--- src/rtl/register_file.sv ---
// register_file: N = 2**SEL_W general-purpose registers of W bits with two read
// ports (x, y), one write port (z) and a per-register busy scoreboard.
//
// Ports:
//   clock, reset (async, active-low)
//   z_in/z_enb/z_sel        write port; a write clears the busy bit of z_sel
//   lock_enb/lock_sel       sets the busy bit of lock_sel (wins over a same-cycle write)
//   x_enb/x_sel/x_out/x_valid  read port x; 1-cycle latency, stalls while busy
//   y_enb/y_sel/y_out/y_valid  read port y; same behaviour as x
//   busy                    registered scoreboard, bit i = r[i] locked
module register_file #(
    parameter int unsigned W        = 8,
    parameter int unsigned SEL_W    = 4,
    parameter int unsigned ZERO_REG = 1,
    parameter int unsigned BYPASS   = 1
) (
    input  logic             clock,
    input  logic             reset,
    input  logic [W-1:0]     z_in,
    input  logic             z_enb,
    input  logic [SEL_W-1:0] z_sel,
    input  logic             lock_enb,
    input  logic [SEL_W-1:0] lock_sel,
    input  logic             x_enb,
    input  logic [SEL_W-1:0] x_sel,
    output logic [W-1:0]     x_out,
    output logic             x_valid,
    input  logic             y_enb,
    input  logic [SEL_W-1:0] y_sel,
    output logic [W-1:0]     y_out,
    output logic             y_valid,
    output logic [(2**SEL_W)-1:0] busy
);

    localparam int unsigned N      = 2 ** SEL_W;
    localparam bit          ZR_EN  = (ZERO_REG != 0);
    localparam bit          BYP_EN = (BYPASS != 0);

    logic [W-1:0] r_mem [N];
    logic [N-1:0] r_busy;
    logic [W-1:0] r_x_out;
    logic [W-1:0] r_y_out;
    logic         r_x_valid;
    logic         r_y_valid;

    logic         w_z_eff;
    logic         w_lock_eff;
    logic [N-1:0] w_busy_nxt;
    logic         w_x_byp;
    logic         w_y_byp;
    logic         w_x_acc;
    logic         w_y_acc;
    logic [W-1:0] w_x_data;
    logic [W-1:0] w_y_data;

    // Effective write/lock strobes, scoreboard update and read accept/data selection.
    // r0 is never written when ZERO_REG is set, so it keeps its reset value of zero
    // and a write aimed at r0 is also never forwarded.
    always_comb begin
        w_z_eff    = z_enb && !(ZR_EN && (z_sel == '0));
        w_lock_eff = lock_enb && !(ZR_EN && (lock_sel == '0));

        w_busy_nxt = r_busy;
        if (w_z_eff) begin
            w_busy_nxt[z_sel] = 1'b0;
        end
        if (w_lock_eff) begin
            w_busy_nxt[lock_sel] = 1'b1;
        end

        // Accept decisions use the pre-lock scoreboard.
        w_x_byp  = BYP_EN && w_z_eff && (z_sel == x_sel);
        w_y_byp  = BYP_EN && w_z_eff && (z_sel == y_sel);
        w_x_acc  = x_enb && (!r_busy[x_sel] || w_x_byp);
        w_y_acc  = y_enb && (!r_busy[y_sel] || w_y_byp);
        w_x_data = w_x_byp ? z_in : r_mem[x_sel];
        w_y_data = w_y_byp ? z_in : r_mem[y_sel];
    end

    // Register array, scoreboard and read-port output registers.
    always_ff @(posedge clock or negedge reset) begin
        if (!reset) begin
            for (int i = 0; i < int'(N); i++) begin
                r_mem[i] <= '0;
            end
            r_busy    <= '0;
            r_x_out   <= '0;
            r_y_out   <= '0;
            r_x_valid <= 1'b0;
            r_y_valid <= 1'b0;
        end else begin
            if (w_z_eff) begin
                r_mem[z_sel] <= z_in;
            end
            r_busy <= w_busy_nxt;
            if (w_x_acc) begin
                r_x_out <= w_x_data;
            end
            if (w_y_acc) begin
                r_y_out <= w_y_data;
            end
            r_x_valid <= w_x_acc;
            r_y_valid <= w_y_acc;
        end
    end

    assign x_out   = r_x_out;
    assign y_out   = r_y_out;
    assign x_valid = r_x_valid;
    assign y_valid = r_y_valid;
    assign busy    = r_busy;

endmodule

--- config.mk ---
export PLATFORM = sky130hd
export DESIGN_NAME = register_file
export DESIGN_NICKNAME = d
export VERILOG_FILES = /design/src/rtl/register_file.sv
export SDC_FILE = /design/constraint.sdc
export NUM_CORES = 1
export LEC_CHECK = 0
export BUFFER_PORTS_ARGS = -buffer_cell sky130_fd_sc_hd__clkbuf_2
export CORE_MARGIN = 10
export CORE_UTILIZATION = 39
export CTS_CLUSTER_DIAMETER = 60
export DETAILED_ROUTE_END_ITERATION = 10
export HOLD_SLACK_MARGIN = 0.03
export MAX_ROUTING_LAYER = met4
export PLACE_DENSITY = 0.65
export SKIP_CTS_REPAIR_TIMING = 1
export SLEW_MARGIN = 25
export SYNTH_ARGS = -nofsm -noshare
export SYNTH_HDL_FRONTEND = slang
export SYNTH_SLANG_ARGS = --single-unit
--- constraint.sdc ---
create_clock -name clock -period 1.9 [get_ports clock]
set_input_delay 0.285 -clock clock [delete_from_list [all_inputs] [get_ports clock]]
set_output_delay 0.285 -clock clock [all_outputs]
set_load 0.05 [all_outputs]
# After elaboration in Yosys (flattened, before gate mapping)
# Index checks and enable logic that the tools add are counted.
word_totals:
  regBits: 162
  inputBits: 30
  output_inout_bits: 34
  word_cells: 77
classes:
  order_cmp: 10
  n_eq_ne: 2
  muxes: 21
  bitwise_logic: 6
  n_reduce_logical: 17
ops:
  columns: ["cell", "count"]
  rows:
  - ["$bwmux W128", 1]
  - ["$bmux W8 S4", 2]
  - ["$mux W8", 7]
  - ["$demux W8 S4", 1]
  - ["$mux W16", 2]
  - ["$lt A4 B5 Y1 const B", 4]
  - ["$and A16 B16 Y16", 1]
  - ["$not A16 Y16", 1]
  - ["$or A16 B16 Y16", 1]
  - ["$ge A5 B5 Y1 const B", 3]
  - ["$not A4 Y5", 3]
  - ["$logic_and A1 B1 Y1", 9]
  - ["$bmux W1 S4", 2]
  - ["$demux W1 S4", 2]
  - ["$eq A4 B4 Y1", 2]
  - ["$ge A4 B1 Y1 const B", 2]
  - ["$logic_not A4 Y1", 2]
  - ["$lt A5 B1 Y1 const B", 1]
  - ["$logic_not A1 Y1", 4]
  - ["$mux W1", 4]
  - ["$logic_or A1 B1 Y1", 2]

# Depth between registers and ports, before layout
# Gate-level depths: netlist of the first run.
logic_depth:
  depth_word: 9
  depth_mapped: 8
  mapped_depth_nobuf: 5

# Worst setup path after synthesis of the first run
# OpenSTA, ideal clock, no wires.
synth_path:
  path_kind: "reg-to-reg"
  from: "reg r_busy[3], in the netlist busy[3]"
  to: "reg r_y_out[6], in the netlist y_out[6]"
  arrival_time_ns: 1.696
  t_required_ns: 1.810
  setup_slack_ns: 0.114
  stages_incl_launch_ff: 7
  n_path_buf: 1
  path_cell_list: "dfrtp_1 mux4_1 nand2_1 and4_1 buf_6 nand4_1 o2111ai_1"
synth_between:
  elab_chain_len: 5
synth_lines:
  columns: ["item", "line_no", "source"]
  rows:
  - ["start, declared", "40", "logic [N-1:0] r_busy;"]
  - ["start signal, assigned", "95", "r_busy <= w_busy_nxt;"]
  - ["$bmux W1 S4", "75", "w_y_acc = y_enb && (!r_busy[y_sel] || w_y_byp);"]
  - ["$mux W1 (implied by the code)", "75", null]
  - ["$logic_not A1 Y1", "75", null]
  - ["$logic_or A1 B1 Y1", "75", null]
  - ["$logic_and A1 B1 Y1", "75", null]
  - ["end signal, assigned", "100", "r_y_out <= w_y_data;"]
  - ["end, declared", "42", "logic [W-1:0] r_y_out;"]
# No other way between the ends. The select of a mux whose other input is x is not followed.
# A chain may end at the register's enable or synchronous reset.

# Worst setup path in the final report of the first run
layout_path:
  from: "reg r_busy[10], in the netlist busy[10]"
  to: "reg r_x_out[1], in the netlist x_out[1]"
layout_between:
  elab_chain_len: 5
layout_lines:
  columns: ["item", "line_no", "source"]
  rows:
  - ["$bmux W1 S4", "74", "w_x_acc = x_enb && (!r_busy[x_sel] || w_x_byp);"]
  - ["$mux W1 (implied by the code)", "74", null]
  - ["$logic_not A1 Y1", "74", null]
  - ["$logic_or A1 B1 Y1", "74", null]
  - ["$logic_and A1 B1 Y1", "74", null]
  - ["end signal, assigned", "97", "r_x_out <= w_x_data;"]
  - ["end, declared", "41", "logic [W-1:0] r_x_out;"]
# No other way between the ends. The select of a mux whose other input is x is not followed.

==> impl_metrics.ini, run 1 <==
[outcome]
status = finished, final reports clean

[sta]
finalMaxSlewViolations = 0
finalCritPeriodShare = 0.968
worst_pin_slew_ns = 0.559
whs_ns = 0.130
timing.fmax_mhz = 544
setup_viol = 0
period_minus_slack_ns = 1.84
rsz0062_at_grt = false
hold_viol_final = 0
finalSetupTns_ns = 0
slew_headroom = 0.627
fin_skew_ns = 0.00829

[worst_setup_path]
r2r_slack_ns = 0.06
r2r-end = x_out[1]
path_class = register to register
crit_fanout = 8
arrival_ns = 2.18
start_kind = register
reg2reg_depth = 6
regToRegStartpoint = busy[10]
required_ns = 2.24
setup.worst_path.end_class = register

[cts]
clock_sinks = 162
cts_tree = built
cts_max_path_buffers = 2
h-tree-depth = 4
clkLatencyLatePin_ns = 0.43
path_clk_slew_ns = 0.06
numCtsBuffers = 17
cts_root_buffer = clkbuf_16

[global_routing]
grt-ovfl-total = 0
grt_usage = 0.180
grt_pass1_wl_mm = 38.8
antenna_found_initial = 0
grt_pass1_vias = 6343
grt_max_degree = 49

[synthesis]
syn_nets = 672
yosysUniqueCellTypes = 32
yosys-top-cells-area = dfrtp_1 (46%), mux4_2 (16%), mux2_2 (15%)
synth_top_area_frac = 0.461
ys_seq_area_frac = 0.461
ys_seq_elements = 162
yosys_warnings = 0
syn_avg_cell_area_um2 = 13.7
yosys.area.top_type = dfrtp_1
synthCells = 642
syn_area_mm2 = 0.00878

[finish]
finish.utilization = 0.474
seqCellArea_mm2 = 0.00406
nets = 756
design_area_mm2 = 0.0104
multi_input_area_mm2 = 0.00430
area_growth_pct = 18.9
drive_gt1_frac = 0.476
fillerInstances = 1868
diodes = 0
instances_no_fill = 1017

[place]
dp.cells = 986
placed_area_mm2 = 0.00984
dpl.hpwl_mm = 18.2
place_congestion = 0.889
numPortBuffers = 63

[floorplan]
initial_utilization = 0.399
coreArea_mm2 = 0.0220
std_cell_rows = 54
io_pins = 64
die_w_um = 170
die_area_mm2 = 0.0289
die_h_um = 170

[pwr]
p_per_area_mw_per_mm2 = 1150
leakagePower_uw = 0.00442
ir_worst_vdd_v = 0.000655

[route]
drc = 0
viasPerCell = 5.99
drt_iter0_drc = 660
routedWlPerCell_um = 24.6
ant_nets = 0
drt-pass1-iter-count = 5
drt_wl_total_mm = 25.0
num_vias = 6093

[job]
cap_violations = 0

[hold_path]
min_path_type = primary input to register
worstHoldEndpoint = busy[2]
hp-start = lock_sel[3]
worstHoldPathCells = 2
==> routing by layer <==
| layer | global-route usage | vias to the layer above | wire (um) |
|---|---|---|---|
| li1 | - | 2636 | - |
| met3 | 0.0271 | 31 | 1140 |
| met1 | 0.231 | 3214 | 11000 |
| met2 | 0.287 | 212 | 12400 |
| met5 | - | - | 0 |
| met4 | 0.0587 | 0 | 503 |
==> area by class of cell <==
class                           instances  area share
Multi-Input combinational cell        400       0.412
Sequential cell                       162       0.389
Timing Repair Buffer                  128       0.104
Clock buffer                           21      0.0431
Tap cell                              280      0.0335
Clock inverter                          9      0.0126
Inverter                               17     0.00611
==> kinds of logic after synthesis <==
group / Yosys count / synth area share
multiplexers: 192 / 0.343
flip-flops: 162 / 0.461
AND/OR/NAND/NOR: 124 / 0.0761
buffers and inverters: 80 / 0.0493
AO/OA/AOI/OAI: 76 / 0.0621
XOR/XNOR: 8 / 0.00798
==> power breakdown <==
part           internal (uW)  total [uW]  switching (uW)
Sequential              4290        4980             689
Clock                   2090        3470            1380
Combinational           1600        3610            2010
==> cell usage in the layout (no fill, tap or decap), drive strengths merged <==
master       synthesis  layout
dfrtp              162     162
mux2               120     120
clkbuf              26      83
mux4                72      72
buf                 37      65
nand3               34      34
a22oi               32      32
nand2               31      31
o21ai               22      22
nand4               20      20
inv                 17      18
o2111ai             16      16
nor2                13      13
xnor2                8       8
nand2b               6       6
nor2b                5       5
nand3b               4       4
or3                  3       3
clkinvlp             0       3
bufinv               0       3
nor3b                2       2
o31ai                2       2
and2                 2       2
a21boi               2       2
and4                 2       2
clkinv               0       2
or2                  2       2
o32ai                1       1
o41ai                1       1
dlygate4sd3          0       1
==> per-stage QoR <==
step / power [uW] / worst slack, ns
after floorplan: 7450 / 0.114
after global placement: 8450 / -0.100
after detailed placement: 8630 / -0.151
after CTS: 12100 / 0.0670
after global routing: 12600 / 0.000577
final: 12100 / 0.0615
==> flip-flops by register name (all words and copies together) (netlist names) <==
name / flops
busy: 16
x_valid: 1
y_out: 8
y_valid: 1
r_mem: 128
x_out: 8
==> synthesized netlist by cell type (all sizes together) <==
master / count
xnor2: 8
buf: 37
a22oi: 32
o31ai: 2
o21ai: 22
o2111ai: 16
a21boi: 2
and2: 2
inv: 17
nand3: 34
nand3b: 4
nand2: 31
nor2b: 5
mux2: 120
or3: 3
nand4: 20
and4: 2
or2: 2
dfrtp: 162
o32ai: 1
o41ai: 1
nor2: 13
clkbuf: 26
mux4: 72
nand2b: 6
nor3b: 2
==> critical path, stage by stage (launching register included) <==
cell and delay, ns:
dfrtp_1 0.45, mux4_1 0.52, nand2_1 0.13, and4_1 0.21, buf_4 0.16, nand4_1 0.12
o2111ai_1 0.15
==> worst max path at each step <==
stage,cells past startpoint,slack (ns),to,startpoint
6_report,6,0.06,x_out[1],busy[10]
5_1_grt,6,0.0006,y_out[2],busy[1]
4_1_cts,5,0.07,x_out[1],busy[11]
3_5_place_dp,7,-0.15,x_out[1],x_sel[0]
3_3_place_gp,7,-0.10,y_out[7],y_sel[0]
2_1_floorplan,6,0.11,y_out[6],busy[3]
No activity file was read; power rests on OpenSTA's default activity.
==> run 2, diff against run 1 <==
--- a/config.mk
+++ b/config.mk
@@ -7,12 +7,12 @@
 export LEC_CHECK = 0
 export BUFFER_PORTS_ARGS = -buffer_cell sky130_fd_sc_hd__clkbuf_2
 export CORE_MARGIN = 10
-export CORE_UTILIZATION = 39
+export CORE_UTILIZATION = 61
 export CTS_CLUSTER_DIAMETER = 60
 export DETAILED_ROUTE_END_ITERATION = 10
 export HOLD_SLACK_MARGIN = 0.03
 export MAX_ROUTING_LAYER = met4
-export PLACE_DENSITY = 0.65
+export PLACE_DENSITY = 0.9
 export SKIP_CTS_REPAIR_TIMING = 1
 export SLEW_MARGIN = 25
 export SYNTH_ARGS = -nofsm -noshare
==> impl_metrics.ini, run 2 (synthesized netlist as in run 1, its figures left out) <==
[sta]
finalMaxSlewViolations = 0
worst_pin_slew_ns = 0.656
layout_setup_ws_ns = 0.0724
rsz0062_at_grt = false
setup_viol = 0
fin_skew_ns = 0.00980
finalCritPeriodShare = 0.962
hold_viol_final = 0
whs_ns = 0.141
finalSetupTns_ns = 0
period_minus_slack_ns = 1.83
slew_headroom = 0.561
timing.fmax_mhz = 547

[pwr]
pwr-share-clk = 0.280
power_switching_uw = 4140
p_int_uw = 7860
leakagePower_uw = 0.00434
p_per_area_mw_per_mm2 = 1180
combPwrFrac = 0.303
p_seq_frac = 0.417
p_sw_frac = 0.345
ir_worst_vdd_v = 0.000734

[worst_setup_path]
setup.worst_path.end_class = register
start_kind = register
crit_fanout = 8
arrival_ns = 2.17
required_ns = 2.24
path_class = register to register

[route]
drt_iter0_drc = 787
ant_nets = 0
viasPerCell = 7.17
drt_wl_total_mm = 23.8
num_vias = 6476
drt-pass1-iter-count = 7
routedWlPerCell_um = 26.4
drc = 0

[place]
pre_cts_ws_ns = -0.173
numPortBuffers = 63
place_congestion = 0.951
dpl.hpwl_mm = 16.7

[global_routing]
grt_max_degree = 54
grt_pass1_vias = 6763
grt_pass1_wl_mm = 37.6
grt_usage = 0.252
grt-ovfl-total = 0
antenna_found_initial = 0

[finish]
diodes = 0
area_growth_pct = 15.6
nets = 740
final_cell_mix = dfrtp_1 (162), mux2_2 (120), mux4_2 (62), clkbuf_2 (62), nand3_1 (34)
fillerInstances = 835
final_common_cell = dfrtp_1
top_register = r_mem
finish.utilization = 0.726
drive_gt1_frac = 0.470
largest_reg_flops = 128

[floorplan]
die_w_um = 140
die_area_mm2 = 0.0196
coreArea_mm2 = 0.0140
io_pins = 64
initial_utilization = 0.628
die_h_um = 140
std_cell_rows = 43

[cts]
numCtsBuffers = 17
cts_tree = built
clkLatencyLatePin_ns = 0.44
h-tree-depth = 4
clock_sinks = 162
path_clk_slew_ns = 0.06
cts_max_path_buffers = 2
cts_root_buffer = clkbuf_16

[job]
cap_violations = 0

[hold_path]
min_path_type = primary input to register

[outcome]
status = finished, final reports clean
## run 2: cell count changes in the layout (fill, tap and decap cells not counted), sizes merged
cell,before,now
buf,65,49
clkinv,2,6
bufinv,3,2
clkinvlp,3,2
clkbuf,83,84
inv,18,17
## run 2: path summary, 6_finish.rpt
path | depth (start not counted) | endpoint | from | slack, ns
worst max register to register | 6 | y_out[1] | busy[9] | 0.07
worst min register to register | 0 | r_mem[127] | r_mem[127] | 0.40
max in group asynchronous | 3 | r_mem[121] | reset | 0.93
worst min-delay path | 2 | busy[2] | lock_sel[2] | 0.14
worst max-delay path | 6 | y_out[1] | busy[9] | 0.07
min in group asynchronous | 2 | r_mem[27] | reset | 0.33
## run 2: routing by layer
metal	track usage	routed length [um]	vias up
met3	0.0642	2290	130
met5	-	0	-
met4	0.138	1260	0
li1	-	-	2620
met2	0.387	11400	496
met1	0.299	8850	3230
## run 2: cell type report
cell class | instances | area [um^2] | area share
clock inverter | 10 | 109 | 0.0107
sequential | 162 | 4050 | 0.399
tap | 180 | 225 | 0.0222
multi-input combinational | 400 | 4330 | 0.427
timing repair buffer | 112 | 905 | 0.0891
inverter | 17 | 63.8 | 0.00628
clock buffer | 22 | 464 | 0.0457
## run 2: critical path, cell delays in order, from the launching register on
cell and delay, ns:
dfrtp_1 0.42, mux4_1 0.54, nand2_2 0.11, and4_1 0.18, buf_4 0.17, nand4_1 0.14, o2111ai_1 0.16
## run 2: power groups by stage
| stage | logic (uW) | clock network (uW) | registers, uW |
|---|---|---|---|
| finish | 3630 | 3350 | 5010 |
| detailed placement | 3550 | 0 | 5020 |
| CTS | 3580 | 3380 | 4970 |
| global route | 3840 | 3530 | 5090 |
| floorplan | 1840 | 0 | 5610 |
| global placement | 3430 | 0 | 4890 |
## run 2: metrics by stage
stage / power, uW / cells / cell area [um^2]
after floorplan: 7450 / 642 / 8780
after global placement: 8320 / 870 / 9540
after detailed placement: 8570 / 870 / 9540
after CTS: 11900 / 902 / 10100
after global routing: 12500 / 903 / 10200
final: 12000 / 903 / 10200
==> run 3, diff against run 2 <==
--- a/config.mk
+++ b/config.mk
@@ -9,6 +9,7 @@
 export CORE_MARGIN = 10
 export CORE_UTILIZATION = 61
 export CTS_CLUSTER_DIAMETER = 60
+export CTS_CLUSTER_SIZE = 16
 export DETAILED_ROUTE_END_ITERATION = 10
 export HOLD_SLACK_MARGIN = 0.03
 export MAX_ROUTING_LAYER = met4
==> constraint.sdc (replaced) <==
create_clock -name clock -period 2.3 [get_ports clock]
set_input_delay 0.345 -clock clock [delete_from_list [all_inputs] [get_ports clock]]
set_output_delay 0.345 -clock clock [all_outputs]
set_load 0.05 [all_outputs]
==> impl_metrics.ini, run 3 (synthesized netlist as in run 1, its figures left out) <==
[sta]
finalSetupTns_ns = 0
slew_headroom = 0.376
worst_pin_slew_ns = 0.933
period_minus_slack_ns = 2.03
fin_skew_ns = 0.00929
timing.fmax_mhz = 493
setup_viol = 0
finalCritPeriodShare = 0.882
hold_viol_final = 0
finalMaxSlewViolations = 0
rsz0062_at_grt = false

[worst_setup_path]
slowest_stage = mux4_1
crit_fanout = 8
required_ns = 2.64
worstPathCellList = mux4_1 > nand2_1 > and4_1 > nand4_1 > o2111ai_1
path_class = register to register
start_kind = register
arrival_ns = 2.37
setup.worst_path.end_class = register
slowest_delay_ns = 0.54

[finish]
design_area_mm2 = 0.00985
diodes = 0
seqCellArea_mm2 = 0.00405
top_register = r_mem
largest_reg_flops = 128
final_common_cell = dfrtp_1
drive_gt1_frac = 0.440
fillerInstances = 880
multi_input_area_mm2 = 0.00430
area_growth_pct = 12.2
nets = 715
final_cell_mix = dfrtp_1 (162), mux2_2 (120), clkbuf_2 (62)

[floorplan]
std_cell_rows = 43
die_area_mm2 = 0.0196
coreArea_mm2 = 0.0140
initial_utilization = 0.628
die_w_um = 140
die_h_um = 140
io_pins = 64

[route]
viasPerCell = 7.30
routedWlPerCell_um = 27.0
ant_nets = 0
drt_iter0_drc = 919
num_vias = 6406
drt_wl_total_mm = 23.7
drc = 0
drt-pass1-iter-count = 6

[cts]
path_clk_slew_ns = 0.07
cts_max_path_buffers = 2
clkLatencyLatePin_ns = 0.44
cts_tree = built
h-tree-depth = 4
numCtsBuffers = 17
cts_root_buffer = clkbuf_16
clock_sinks = 162

[pwr]
combPwrFrac = 0.288
p_sw_frac = 0.342
power_switching_uw = 3440
ir_worst_vdd_v = 0.000699
leakagePower_uw = 0.00419
pwr-share-clk = 0.296
p_per_area_mw_per_mm2 = 1020
p_seq_frac = 0.416
p_int_uw = 6620

[global_routing]
grt_max_degree = 55
grt_usage = 0.256
grt_pass1_vias = 6840
antenna_found_initial = 0
grt-ovfl-total = 0
grt_pass1_wl_mm = 38.4

[hold_path]
min_path_type = primary input to register

[place]
placed_area_mm2 = 0.00924
place_congestion = 1.03
dpl.hpwl_mm = 16.2
numPortBuffers = 63

[outcome]
status = finished, final reports clean

[job]
cap_violations = 0
## run 3: cell types whose count changed in the layout (fill, tap and decap cells not counted), sizes merged
cell / before / now
bufinv: 2 / 4
clkinv: 6 / 4
clkbuf: 84 / 83
buf: 49 / 24
## run 3: metal layers
layer / wire length, um / vias to the layer above / global-route usage
li1: - / 2566 / -
met4: 1210 / 0 / 0.135
met3: 2280 / 116 / 0.0565
met1: 8860 / 3230 / 0.311
met2: 11300 / 494 / 0.395
met5: 0 / - / -
## run 3: area by class of cell
cell class / count / share of cell area
repair buffers: 87 / 0.0613
clock buffers: 21 / 0.0457
flip-flops and latches: 162 / 0.411
inverters: 17 / 0.00648
well taps: 180 / 0.0229
clock inverters: 10 / 0.0161
multi-input cells: 400 / 0.436
## run 3: path summary, 6_finish.rpt
check / from / end / slack (ns) / depth (start not counted)
setup reg to reg: busy[3] / x_out[4] / 0.27 / 5
hold / removal: lock_sel[2] / busy[2] / 0.19 / 2
min in group asynchronous: reset / r_mem[20] / 0.43 / 2
setup / recovery: busy[3] / x_out[4] / 0.27 / 5
max in group asynchronous: reset / r_mem[63] / 1.05 / 3
hold reg to reg: r_mem[120] / r_mem[120] / 0.39 / 0
## run 3: per-stage QoR
| stage | setup slack, ns | power [uW] | utilization | hold slack, ns | instances |
|---|---|---|---|---|---|
| 3_3_place_gp | 0.0788 | 6850 | 0.660 | 0.325 | 845 |
| 3_5_place_dp | 0.0127 | 7030 | 0.660 | 0.339 | 845 |
| 6_report | 0.272 | 10100 | 0.704 | 0.186 | 877 |
| 5_1_grt | 0.178 | 10400 | 0.704 | 0.189 | 877 |
| 4_1_cts | 0.341 | 10000 | 0.704 | -0.117 | 876 |
| 2_1_floorplan | 0.514 | 6150 | - | 0.0494 | 642 |
## run 3: critical path, delay by kind of cell (launching register included)
family / cells / cell delay, ns
AND/OR/NAND/NOR: 3 / 0.79
flip-flops: 1 / 0.42
AO/OA/AOI/OAI: 1 / 0.17
multiplexers: 1 / 0.54
## run 3: power groups by stage
stage                     Combinational [uW]  Clock, uW  Sequential, uW
after CTS                               2890       2980            4150
after detailed placement                2860          0            4180
after global routing                    3080       3100            4250
final                                   2900       2970            4180
after floorplan                         1520          0            4640
after global placement                  2760          0            4090
